==> src/rtl/cmp_seq.sv <==
// cmp_seq: multi-cycle three-way magnitude comparator, MSB-first, D bits per cycle.
// Define CMP_SIGNED_EN to honour signed_mode (two's-complement compare).
module cmp_seq #(
    parameter int N = 8,
    parameter int D = 2
) (
    input  logic         clk,
    input  logic         rst,
    input  logic         start,
    input  logic         signed_mode,
    input  logic [N-1:0] a,
    input  logic [N-1:0] b,
    output logic         busy,
    output logic         done,
    output logic         a_lt_b,
    output logic         a_eq_b,
    output logic         a_gt_b
);

    localparam int NDIG = N / D;
    localparam int IW   = (NDIG > 1) ? $clog2(NDIG) : 1;
    localparam logic [IW-1:0] LAST = IW'(NDIG - 1);

    typedef enum logic {
        IDLE,
        RUN
    } state_t;

    state_t       state_q;
    state_t       state_d;
    logic [N-1:0] a_q;
    logic [N-1:0] a_d;
    logic [N-1:0] b_q;
    logic [N-1:0] b_d;
    logic [IW-1:0] idx_q;
    logic [IW-1:0] idx_d;
    logic         done_q;
    logic         done_d;
    logic         lt_q;
    logic         lt_d;
    logic         eq_q;
    logic         eq_d;
    logic         gt_q;
    logic         gt_d;
    logic [N-1:0] a_in;
    logic [N-1:0] b_in;
    logic [D-1:0] dig_a;
    logic [D-1:0] dig_b;

    // Flipping the sign bits maps two's-complement order onto unsigned order.
`ifdef CMP_SIGNED_EN
    assign a_in = {a[N-1] ^ signed_mode, a[N-2:0]};
    assign b_in = {b[N-1] ^ signed_mode, b[N-2:0]};
`else
    logic unused_signed_mode;
    assign unused_signed_mode = signed_mode;
    assign a_in = a;
    assign b_in = b;
`endif

    // Operands shift left each cycle so the current digit is always on top.
    assign dig_a = a_q[N-1 -: D];
    assign dig_b = b_q[N-1 -: D];

    always_ff @(posedge clk or posedge rst) begin
        if (rst) begin
            state_q <= IDLE;
            a_q     <= '0;
            b_q     <= '0;
            idx_q   <= '0;
            done_q  <= 1'b0;
            lt_q    <= 1'b0;
            eq_q    <= 1'b0;
            gt_q    <= 1'b0;
        end else begin
            state_q <= state_d;
            a_q     <= a_d;
            b_q     <= b_d;
            idx_q   <= idx_d;
            done_q  <= done_d;
            lt_q    <= lt_d;
            eq_q    <= eq_d;
            gt_q    <= gt_d;
        end
    end

    always_comb begin
        state_d = state_q;
        a_d     = a_q;
        b_d     = b_q;
        idx_d   = idx_q;
        done_d  = 1'b0;
        lt_d    = lt_q;
        eq_d    = eq_q;
        gt_d    = gt_q;
        case (state_q)
            IDLE: begin
                if (start) begin
                    a_d     = a_in;
                    b_d     = b_in;
                    idx_d   = '0;
                    state_d = RUN;
                end
            end
            RUN: begin
                if (dig_a != dig_b) begin
                    lt_d    = (dig_a < dig_b);
                    gt_d    = (dig_a > dig_b);
                    eq_d    = 1'b0;
                    done_d  = 1'b1;
                    state_d = IDLE;
                end else if (idx_q == LAST) begin
                    lt_d    = 1'b0;
                    gt_d    = 1'b0;
                    eq_d    = 1'b1;
                    done_d  = 1'b1;
                    state_d = IDLE;
                end else begin
                    idx_d = idx_q + IW'(1);
                    a_d   = a_q << D;
                    b_d   = b_q << D;
                end
            end
            default: state_d = IDLE;
        endcase
    end

    assign busy   = (state_q == RUN);
    assign done   = done_q;
    assign a_lt_b = lt_q;
    assign a_eq_b = eq_q;
    assign a_gt_b = gt_q;

endmodule

==> config.mk <==
export PLATFORM = sky130hd
export DESIGN_NAME = cmp_seq
export DESIGN_NICKNAME = d
export VERILOG_FILES = /design/src/rtl/cmp_seq.sv
export SDC_FILE = /design/constraint.sdc
export NUM_CORES = 1
export LEC_CHECK = 0
export BUFFER_PORTS_ARGS = -buffer_cell sky130_fd_sc_hd__buf_4
export CELL_PAD_IN_SITES_DETAIL_PLACEMENT = 1
export CELL_PAD_IN_SITES_GLOBAL_PLACEMENT = 2
export CORE_MARGIN = 8
export CORE_UTILIZATION = 35
export DETAILED_ROUTE_END_ITERATION = 8
export GPL_ROUTABILITY_DRIVEN = 0
export PLACE_DENSITY_LB_ADDON = 0.1
export SYNTH_ARGS = -nofsm -noshare
export SYNTH_HDL_FRONTEND = slang
export SYNTH_SLANG_ARGS = --single-unit
==> constraint.sdc <==
create_clock -name clk -period 2.3 [get_ports clk]
set_clock_uncertainty 0.15 [all_clocks]
set_input_delay 0.115 -clock clk [delete_from_list [all_inputs] [get_ports clk]]
set_output_delay 0.115 -clock clk [all_outputs]
set_load 0.1 [all_outputs]
# After elaboration in Yosys (flattened, before gate mapping)
# Index checks and enable logic that the tools add are counted.
# Widths: inputs -> output; s select.
[totals]
inputBits = 20
word_cells = 44
output_inout_bits = 5
ff_bits = 23
[op_classes]
n_addsub = 1
n_bitwise = 1
n_mux = 24
n_eq_ne = 5
n_reduce_logical = 3
n_lt_le_gt_ge = 2
[op_table]
columns = ["op", "count"]
rows = [
  ["$mux 8", 6],
  ["$pmux 8 s2", 2],
  ["$mux 1", 11],
  ["$mux 2", 3],
  ["$ne 2x2->1 const B", 3],
  ["$pmux 2 s2", 1],
  ["$reduce_and 3->1", 1],
  ["$add 2x1->2 const B", 1],
  ["$eq 2x2->1 const B", 1],
  ["$gt 2x2->1", 1],
  ["$lt 2x2->1", 1],
  ["$ne 2x2->1", 1],
  ["$pmux 1 s2", 1],
  ["$reduce_and 2->1", 1],
  ["$reduce_bool 2->1", 1],
  ["$not 1->1", 1],
]

# Logic depth before layout (Yosys ltp)
[depth]
word_depth = 4
depth_mapped = 7
depth_no_buf = 6

# Worst setup path after synthesis
# OpenSTA, ideal clock, no wires.
[synth_path]
kind = "reg-to-reg"
start = "reg state_q (netlist: busy)"
end = "reg a_q[2]"
arrival_ns = 1.923
path_slack_ns = 0.101
synth_period_minus_slack_ns = 2.199
stages_incl_launch_ff = 7
n_path_buf = 2
t_required_ns = 2.025
setup_ns = 0.125
cell_sequence = "dfrtp_1 > buf_6 > nand4b_4 > nor2b_4 > inv_4 > buf_6 > mux2_4"
[synth_via]
elab_chain_cells = 3
word_cells_on_any_way = 6
classes_between = "eq/ne (3); mux (1); bitwise (1); reduce/logical (1)"
[synth_lines]
columns = ["item", "line", "text"]
rows = [
  ["from (decl)", "29", "state_t state_q;"],
  ["from (signal assigned)", "76", "state_q <= state_d;"],
  ["$not 1->1", "-", ""],
  ["$ne 2x2->1 (no source line)", "-", ""],
  ["$reduce_and 3->1 (no source line)", "-", ""],
  ["to (signal assigned)", "68", "a_q <= '0;"],
  ["to (signal assigned)", "77", "a_q <= a_d;"],
  ["to (decl)", "31", "logic [N-1:0] a_q;"],
]
# Several ways; a longest one is shown, not always the timed one.
# A chain may end at the register's enable or synchronous reset.

# Worst setup path after layout
[layout_path]
start = "reg a_q[7]"
end = "reg a_q[7]"
[layout_via]
elab_chain_cells = 3
[layout_lines]
columns = ["item", "line", "text"]
rows = [
  ["$ne 2x2->1", "106", "if (dig_a != dig_b) begin"],
  ["$ne 2x2->1 (no source line)", "-", ""],
  ["$reduce_and 3->1 (no source line)", "-", ""],
]
# Every way passes these cells.

==> results.json <==
{
  "fin_ws_ns": 0.415,
  "cts_sinks": 23,
  "n_antenna_cell": 0,
  "holdBufCountCts": 12,
  "max-cap-violations": 0,
  "coreArea_um2": 3080,
  "p_leak_nw": 0.731,
  "path_cells": "ha_1 -> nand4b_4 -> nor2b_4 -> inv_4 -> mux2_2",
  "finalHoldViolations": 0,
  "grt_pass1_vias": 867,
  "drtIter0Drc": 18,
  "wl_met3_um": 121,
  "pre_cts_ws_ns": 0.411,
  "clock_latency_ns": 0.31,
  "cpLargestDelayFamily": "flip-flops",
  "ir_drop_uv": 581,
  "rows": 20,
  "post_synth.cell_area_avg_um2": 14.2,
  "yosysSeqAreaShare_pct": 50.7,
  "drc": 0,
  "max_stage_delay_ns": 0.40,
  "drt_first_pass_iters": 4,
  "post_drt_wl_per_cell_um": 15.0,
  "outcome": "completed",
  "antenna_found_initial": 0,
  "vias": 754,
  "die_area_um2": 5330,
  "multi_input_area_um2": 505,
  "cts_root_buf": "clkbuf_4",
  "worstPathRequired_ns": 2.36,
  "synthMuxAreaShare_pct": 28.2,
  "setup_violations": 0,
  "fmax_ghz": 0.530,
  "maxSlewHeadroom_pct": 41.5,
  "cts_tree": "done",
  "die_x_um": 73.0,
  "synth_xor_area_share_pct": 0,
  "period_needed_ns": 1.89,
  "layout.nets": 142,
  "syn_nets": 103,
  "synthSimpleGateAreaFrac_pct": 6.72,
  "synth_top_family_by_area": "multiplexers",
  "grt_pass1_wl_um": 4310,
  "dp_cells": 146,
  "clk_pin_slew_ns": 0.13,
  "syn_area_um2": 1140,
  "ant_nets": 0,
  "routed.top_layer": "met4",
  "critical_path.startpoint_type": "flop",
  "synth_compound_area_share_pct": 6.28,
  "hp-class": "input pin to flop",
  "ys_ff_latch": 23,
  "synthAdderAreaFrac_pct": 3.30,
  "drive_gt1_share_pct": 46.6,
  "end_kind": "flop",
  "post_cts_buffers": 0,
  "path_buf_inv": 1,
  "clock_path_buffers": 2,
  "routed_wl_um": 2430,
  "track_usage_pct": 10.4,
  "max_slew.worst_pin.slew_ns": 0.876,
  "ioPinCount": 25,
  "postCtsResizedCells": 0,
  "routed-wl-met2_um": 1180,
  "syn2layout_area_growth_pct": 31.6,
  "yosysWarnings": 0,
  "rsz0062_at_grt": "false",
  "overflow": 0,
  "portBuffers": 23,
  "via_per_inst": 4.65,
  "critPathSlowestCell": "dfrtp_1",
  "cts_buffers": 3,
  "start_util_pct": 36.9,
  "synth_cell_type_count": 22,
  "fin_setup_tns_ns": 0,
  "fp.dieH_um": 73.0,
  "nFillCells": 339,
  "cp.arrival_ns": 1.94,
  "powerDensity_nw_per_um2": 1420,
  "final-max-slew-violation-count": 0,
  "fin_cells": 162,
  "critPathMaxFanout": 14,
  "crit_type": "flop to flop",
  "dp_hpwl_um": 1640,
  "grt_max_degree": 24,
  "finalCritPeriodShare_pct": 82.0,
  "drt-met1-wl_um": 1090,
  "layout.area.seq_um2": 576,
  "htreeDepth": 1,
  "synthesis.instances": 80
}
[flip-flops by register name, indices dropped and copies added, names as in the netlist]
register,flops
a_eq_b,1
a_gt_b,1
a_lt_b,1
a_q,8
b_q,8
busy,1
done,1
idx_q,2
[kinds of logic (layout without fill, tap and decap cells)]
group / count (synthesis) / after routing
adder cells (fa/ha/maj): 3 / 3
buffers and inverters: 9 / 47
AO/OA/AOI/OAI: 9 / 9
AND/OR/NAND/NOR: 9 / 9
flip-flops: 23 / 23
multiplexers: 27 / 27
[worst paths after layout]
kind                       startpoint  endpoint  slack (ns)  depth (start not counted)
setup / recovery               a_q[7]    a_q[7]        0.41                          5
hold / removal                   b[6]    b_q[6]        0.01                          3
setup reg to reg               a_q[7]    a_q[7]        0.41                          5
hold reg to reg              idx_q[0]  idx_q[0]        0.36                          1
max in group asynchronous         rst    b_q[5]        1.07                          3
min in group asynchronous         rst    a_q[2]        0.38                          3
[layout by cell type (no fill, tap or decap), drive strengths merged, types with 2 or more instances in the layout]
cell         synthesis  layout
inv                  6       6
buf                  3      25
mux2i                5       5
nand2                2       2
dlygate4sd3          0      12
mux2                22      22
clkbuf               0       4
nor2b                2       2
a22o                 5       5
ha                   3       3
dfrtp               23      23
[Yosys cell counts]
cell | count | share of area [%]
buf_6 | 2 | 2.0
a22o_1 | 5 | 3.9
a21boi_0 | 1 | 0.66
nor2b_2 | 1 | 0.77
mux2_4 | 6 | 7.9
a21bo_2 | 1 | 0.88
a21oi_1 | 1 | 0.44
dfrtp_1 | 23 | 51
inv_4 | 1 | 0.55
inv_1 | 5 | 1.7
nand3b_1 | 1 | 0.66
ha_1 | 3 | 3.3
o21ai_0 | 1 | 0.44
nand4b_4 | 1 | 2.1
mux2i_1 | 5 | 4.4
nor2b_4 | 1 | 1.2
and2_1 | 1 | 0.55
nand2_1 | 2 | 0.66
buf_4 | 1 | 0.66
nor2_1 | 1 | 0.33
nand3_1 | 1 | 0.44
mux2_2 | 16 | 16
[where the power goes]
part	internal (W)	total, W	switching (W)
clock	0.0000677	0.000188	0.000121
sequential	0.000597	0.000716	0.000118
combinational	0.000565	0.00122	0.000652
[routing by layer]
metal	global-route usage, %	up-vias
met5	0	-
met4	3.33	0
met3	3.02	5
met2	16.7	18
met1	12.9	374
li1	-	357
[cell type report]
type                       count  area share, %
clock buffer                   4           1.76
sequential                    23           38.5
tap                           44           3.68
multi-input combinational     48           33.8
timing repair buffer          37           20.6
inverter                       6           1.67
[worst reg2reg max path: stages, from the launching register on]
cell      delay, ns
dfrtp_1        0.40
ha_1           0.38
nand4b_4       0.12
nor2b_4        0.18
inv_4          0.20
mux2_2         0.36
[metrics by stage]
step                      instance area (um^2)  total power [W]  util [%]  hold slack [ns]
after global placement                    1350          0.00191      43.8            0.189
after detailed placement                  1350          0.00194      43.8            0.196
after global routing                      1500          0.00229      48.6           0.0115
after floorplan                           1140          0.00172         -          -0.0331
final                                     1500          0.00212      48.6           0.0109
after CTS                                 1500          0.00215      48.6          0.00430
(Power assumes the default switching activity.)
